[src/rtl/sram_fifo_pkg.sv]
// Shared sizing and types for the SRAM-backed streaming FIFO.
// Widths are tied to the 23-bit x 32-word 1W1R macro.
package sram_fifo_pkg;

  localparam int DATA_WIDTH = 23;
  localparam int ADDR_WIDTH = 5;
  localparam int DEPTH      = 1 << ADDR_WIDTH;

  typedef logic [DATA_WIDTH-1:0] word_t;
  typedef logic [ADDR_WIDTH-1:0] addr_t;
  typedef logic [ADDR_WIDTH:0]   cnt_t;
  typedef logic [ADDR_WIDTH+1:0] lvl_t;

endpackage

[src/rtl/sram_fifo_outbuf.sv]
// 2-entry in-order skid buffer holding prefetched SRAM read data; head is visible next cycle.
// The caller must not push when full without a simultaneous pop.
module sram_fifo_outbuf
  import sram_fifo_pkg::*;
(
  input  logic                  clk,
  input  logic                  rst_n,
  input  logic                  push,
  input  logic [DATA_WIDTH-1:0] push_data,
  input  logic                  pop,
  output logic                  out_valid,
  output logic [DATA_WIDTH-1:0] out_data,
  output logic [1:0]            ob_cnt
);

  word_t ent0;
  word_t ent1;

  always_ff @(posedge clk) begin
    if (!rst_n) begin
      ob_cnt <= 2'd0;
      ent0   <= '0;
      ent1   <= '0;
    end else begin
      case ({push, pop})
        2'b10: begin
          if (ob_cnt == 2'd0) ent0 <= push_data;
          else                ent1 <= push_data;
          ob_cnt <= ob_cnt + 2'd1;
        end
        2'b01: begin
          ent0   <= ent1;
          ob_cnt <= ob_cnt - 2'd1;
        end
        2'b11: begin
          // Count is unchanged; the new word lands behind whatever remains.
          if (ob_cnt == 2'd1) begin
            ent0 <= push_data;
          end else begin
            ent0 <= ent1;
            ent1 <= push_data;
          end
        end
        default: ;
      endcase
    end
  end

  assign out_valid = (ob_cnt != 2'd0);
  assign out_data  = ent0;

endmodule

[src/rtl/sram_fifo_ctrl.sv]
// Streaming valid/ready FIFO over an external 1W1R SRAM macro; empty-to-out latency 3 cycles.
// in_ready drops only when the SRAM is full; reads are issued only while the output buffer has room.
module sram_fifo_ctrl
  import sram_fifo_pkg::*;
(
  input  logic                  clk,
  input  logic                  rst_n,
  input  logic                  in_valid,
  output logic                  in_ready,
  input  logic [DATA_WIDTH-1:0] in_data,
  output logic                  out_valid,
  input  logic                  out_ready,
  output logic [DATA_WIDTH-1:0] out_data,
  output logic [ADDR_WIDTH+1:0] count,
  output logic                  sram_csb0,
  output logic [ADDR_WIDTH-1:0] sram_addr0,
  output logic [DATA_WIDTH-1:0] sram_din0,
  output logic                  sram_csb1,
  output logic [ADDR_WIDTH-1:0] sram_addr1,
  input  logic [DATA_WIDTH-1:0] sram_dout1
);

  addr_t      wr_ptr;
  addr_t      rd_ptr;
  cnt_t       sram_cnt;
  cnt_t       sram_cnt_next;
  logic       inflight;
  logic [1:0] ob_cnt;
  logic [2:0] ob_occ;
  logic       in_fire;
  logic       out_fire;
  logic       rd_issue;

  assign in_ready = rst_n & (sram_cnt != cnt_t'(DEPTH));
  assign in_fire  = in_valid & in_ready;
  assign out_fire = out_valid & out_ready;

  // Buffer occupancy at the end of this cycle, counting the read already in flight.
  assign ob_occ   = {1'b0, ob_cnt} + {2'b00, inflight} - {2'b00, out_fire};
  assign rd_issue = rst_n & (sram_cnt != '0) & (ob_occ < 3'd2);

  assign sram_cnt_next = sram_cnt + cnt_t'(in_fire) - cnt_t'(rd_issue);

  assign sram_csb0  = ~in_fire;
  assign sram_addr0 = wr_ptr;
  assign sram_din0  = in_data;
  assign sram_csb1  = ~rd_issue;
  assign sram_addr1 = rd_ptr;

  always_ff @(posedge clk) begin
    if (!rst_n) begin
      wr_ptr   <= '0;
      rd_ptr   <= '0;
      sram_cnt <= '0;
      inflight <= 1'b0;
      count    <= '0;
    end else begin
      wr_ptr   <= wr_ptr + addr_t'(in_fire);
      rd_ptr   <= rd_ptr + addr_t'(rd_issue);
      sram_cnt <= sram_cnt_next;
      inflight <= rd_issue;
      count    <= lvl_t'(sram_cnt_next) + lvl_t'(rd_issue) + lvl_t'(ob_occ);
    end
  end

  // Macro read data is only valid in the cycle after an issue.
  sram_fifo_outbuf u_outbuf (
    .clk       (clk),
    .rst_n     (rst_n),
    .push      (inflight),
    .push_data (sram_dout1),
    .pop       (out_fire),
    .out_valid (out_valid),
    .out_data  (out_data),
    .ob_cnt    (ob_cnt)
  );

endmodule

[config.mk]
export PLATFORM = sky130hd
export DESIGN_NAME = sram_fifo_ctrl
export DESIGN_NICKNAME = d
export VERILOG_FILES = /design/src/rtl/sram_fifo_pkg.sv /design/src/rtl/sram_fifo_outbuf.sv /design/src/rtl/sram_fifo_ctrl.sv
export SDC_FILE = /design/constraint.sdc
export NUM_CORES = 1
export LEC_CHECK = 0
export CORE_UTILIZATION = 46
export DETAILED_ROUTE_END_ITERATION = 16
export PLACE_DENSITY = 0.81
export SYNTH_ARGS = -nofsm -noshare
export SYNTH_HDL_FRONTEND = slang
export SYNTH_SLANG_ARGS = --single-unit
[constraint.sdc]
create_clock -name clk -period 7.05 [get_ports clk]
set_input_delay 0.705 -clock clk [delete_from_list [all_inputs] [get_ports clk]]
set_output_delay 0.705 -clock clk [all_outputs]
set_load 0.05 [all_outputs]
==> metrics.txt <==
outcome=finished, final reports clean; Final #Nets=around 480; WP data arrival=~5.1 ns; Mean Syn Cell Area=about 9.7 um^2; Cells after Synth=between 300 and 400; Area Overhead vs Synth=21.70%; via count=approximately 2,700; worst-path fanout max=4; RR Startpoint=u_outbuf.ob_cnt[1]$_SDFFE_PN0P_; slew of the pin with the lowest slew margin=around 1.1 ns; setup TNS=0 ns; first-pass GRT wire length=around 12,000 um; area share of the largest cell type after synthesis=41.26%; synth warn=0; residual DRC count=0; clock sinks=72; CP delay by family, top=adder cells; worst hold start=u_outbuf.out_data[7]$_SDFFE_PN0P_; die width=between 80 and 90 um; final worst-path cycle share=approximately 69%; hold endpoint=u_outbuf.out_data[7]$_SDFFE_PN0P_; drt first pass iters=4; CP cell instances=inv_1 -> ha_1 -> inv_1 -> nand2_2 -> inv_1 -> xnor2_1 -> ha_1 -> inv_1 -> fa_1 -> inv_1 -> a2111oi_0 -> buf_4 -> ha_1 -> inv_1 -> ha_1 -> inv_1 -> fa_1 -> inv_1 -> ha_1 -> a21o_1 -> a21oi_1 -> inv_1 -> a31oi_1 -> nor3b_1; Starting Density=roughly 48%; ranking of synthesized cells by area=dfxtp_1 41%, ha_1 7.2%, mux2i_1 6.6%, nor2_1 6.6%, buf_4 4.9%; Clk pin slew, worst setup/hold paths=around 0.08 ns; clk_skew=0.006277 ns; R2R cell count=24; sequential area share after synthesis=roughly two fifths; R2R setup slack=between 2 and 2.5 ns; Antenna Cells=0; Post-synth top flop=dfxtp_1; Setup crit end kind=flop; met3 GRT Util=under 10%; slowest stage delay, CP=0.50 ns; Critical path buffers and inverters=10; M2 GR Usage=between 30% and 40%; CP max-delay cell=fa_1; Yosys cell types=between 40 and 50; CTS tree=built; DR iter-0 viols=115; Hold Path Class=reg2reg; initial antenna violation count=0; die area=around 0.0079 mm^2; clock tree buffer depth=2; leak pwr=approximately 1.6 nW; Post-synth EDFFs=0; all-layer global routing usage=around a fifth; # hold bufs at CTS=0; clock latency on the worst-skew pair=between 0.3 and 0.4 ns; fraction of layout cells with a size suffix above 1=roughly a tenth; busiest grt layer=met2; largest net degree at the start of global routing=65; crit path time final=about 4.9 ns; Top cell by count, worst path=inv_1; placer's final routability congestion estimate=about 0.77; placed cell area=roughly 0.0041 mm^2; max-cap check violation count=0; crit path launch type=flop; core area=0.007292 mm^2; Synth Cell Area=roughly 0.0035 mm^2; Post-Route WL=about 7300 um; hold depth=2; Mapped Nets=434; final instance area=0.004252 mm^2; vias per cell=5.251; most common cell in the netlist=dfxtp_1; max-slew violations=0; Setup Buffers After CTS=0; commonest cells in the netlist=72 x dfxtp_1, 61 x nor2_1, 23 x buf_4, 23 x mux2i_1; Fmax=between 200 and 250 MHz; Setup CP Type=reg2reg; peak supply drop=roughly 0.27 mV; Hold Vio Cnt, Final=0; gr ovfl total=0; WL per Instance=around 15 um; critical path data required time=between 7 and 8 ns; vias in the first global route=around 2,600; Final Setup Violations=0; H-Tree Depth=3; unrepaired setup endpoints after global routing=false; TritonCTS buffer count=9; post-CTS sizing=0; post-route ant nets=0; #FFs+latches synth=approximately 70; # port buffers=70; Die Span Y=between 80 and 90 um; met1 GRT Util=24.60%; Slew headroom=between 20% and 30%; Async S/R FF share, synth=0%; number of I/O pins=117; FP Rows=31; Synth area leader=dfxtp_1; Pwr Density=around 510 mW/mm^2; clk root buf=clkbuf_8; hpwl dp=roughly 5100 um; worst r2r dst=count[5]$_SDFF_PN0_
-- tightest hold or removal path, cell delays in order, from the launching register on --
cell     delay [ns]
dfxtp_1        0.31
nor2_1         0.09
nor3_1         0.05
-- layer usage --
metal | vias up | part of all wire [%] | wire (um)
met1 | 1292 | 47 | 3450
met3 | 8 | 4.1 | 299
li1 | 1297 | - | -
met5 | - | 0 | 0
met2 | 60 | 48 | 3494
met4 | 0 | 1.4 | 103
-- placed cells by master (no fill, tap or decap), types with 3 or more instances in the layout --
master	synthesis	final
nand2b_1	3	3
nor3_1	20	20
inv_1	20	20
nor3_2	4	4
ha_1	20	20
fa_1	4	4
dfxtp_1	72	72
nand2_1	5	5
a21oi_2	2	3
nand3_1	5	5
xor2_1	8	8
clkbuf_8	0	10
a21oi_1	6	5
a221oi_1	17	17
nor2_1	61	61
a221oi_2	6	6
xnor2_1	7	7
and2_1	9	9
buf_4	23	3
clkdlybuf4s50_1	0	70
mux2i_1	23	23
-- power by group --
part | internal [mW] | leakage, nW | total (mW) | switching, mW
logic | 0.475 | 0.964 | 1.27 | 0.793
registers | 0.528 | 0.590 | 0.593 | 0.0655
clock network | 0.173 | 0.0920 | 0.323 | 0.150
total | 1.18 | 1.65 | 2.18 | 1.01
-- sequential cells by signal, summed over array words and instances, names as in the netlist --
signal and count:
sram_cnt 6, sram_addr0 5, count 7, sram_addr1 5, u_outbuf.out_data 23, inflight 1, u_outbuf.ent1 23, u_outbuf.ob_cnt 2
-- stage by stage --
step	utilization [%]	hold WS, ns	setup WS (ns)	total power, mW	std cells
after floorplan	-	0.4615	1.819	1.572	360
after global placement	55.63	0.4739	2.040	1.830	491
after detailed placement	55.63	0.4865	1.902	1.867	491
after CTS	58.30	0.5000	2.143	2.196	506
after global routing	58.30	0.5179	1.800	2.338	506
final	58.30	0.4960	2.158	2.185	506
-- logic make-up after synthesis --
kind of cell	Yosys count	share of synthesized area, %
DFF	72	41.26
AOI/OAI and AO/OA	42	11.10
and+or+nand+nor	122	17.23
adders and majority gates	24	9.456
buffers and inverters	62	10.60
xor gates and xnor gates	15	3.761
muxes	23	6.590
-- worst max-delay path by stage --
stage / cells after the start / endpoint / startpoint
5_1_grt: 24 / count[5]$_SDFF_PN0_ / u_outbuf.ob_cnt[1]$_SDFFE_PN0P_
2_1_floorplan: 23 / count[5]$_SDFF_PN0_ / u_outbuf.ob_cnt[0]$_SDFFE_PN0P_
3_3_place_gp: 22 / count[5]$_SDFF_PN0_ / out_ready
6_report: 24 / count[5]$_SDFF_PN0_ / u_outbuf.ob_cnt[1]$_SDFFE_PN0P_
3_5_place_dp: 22 / count[5]$_SDFF_PN0_ / out_ready
4_1_cts: 24 / count[5]$_SDFF_PN0_ / u_outbuf.ob_cnt[1]$_SDFFE_PN0P_
-- final cells by class --
| class | instances | area (um^2) |
|---|---|---|
| clock buffers | 11 | 141.4 |
| clock inverters | 4 | 53.80 |
| fillers | 639 | 3040 |
| inverters | 21 | 78.83 |
| multi-input cells | 226 | 1689 |
| flip-flops and latches | 72 | 1441 |
| well taps | 99 | 123.9 |
| repair buffers | 73 | 723.2 |
Note: power is estimated with default switching activity, not from simulation.
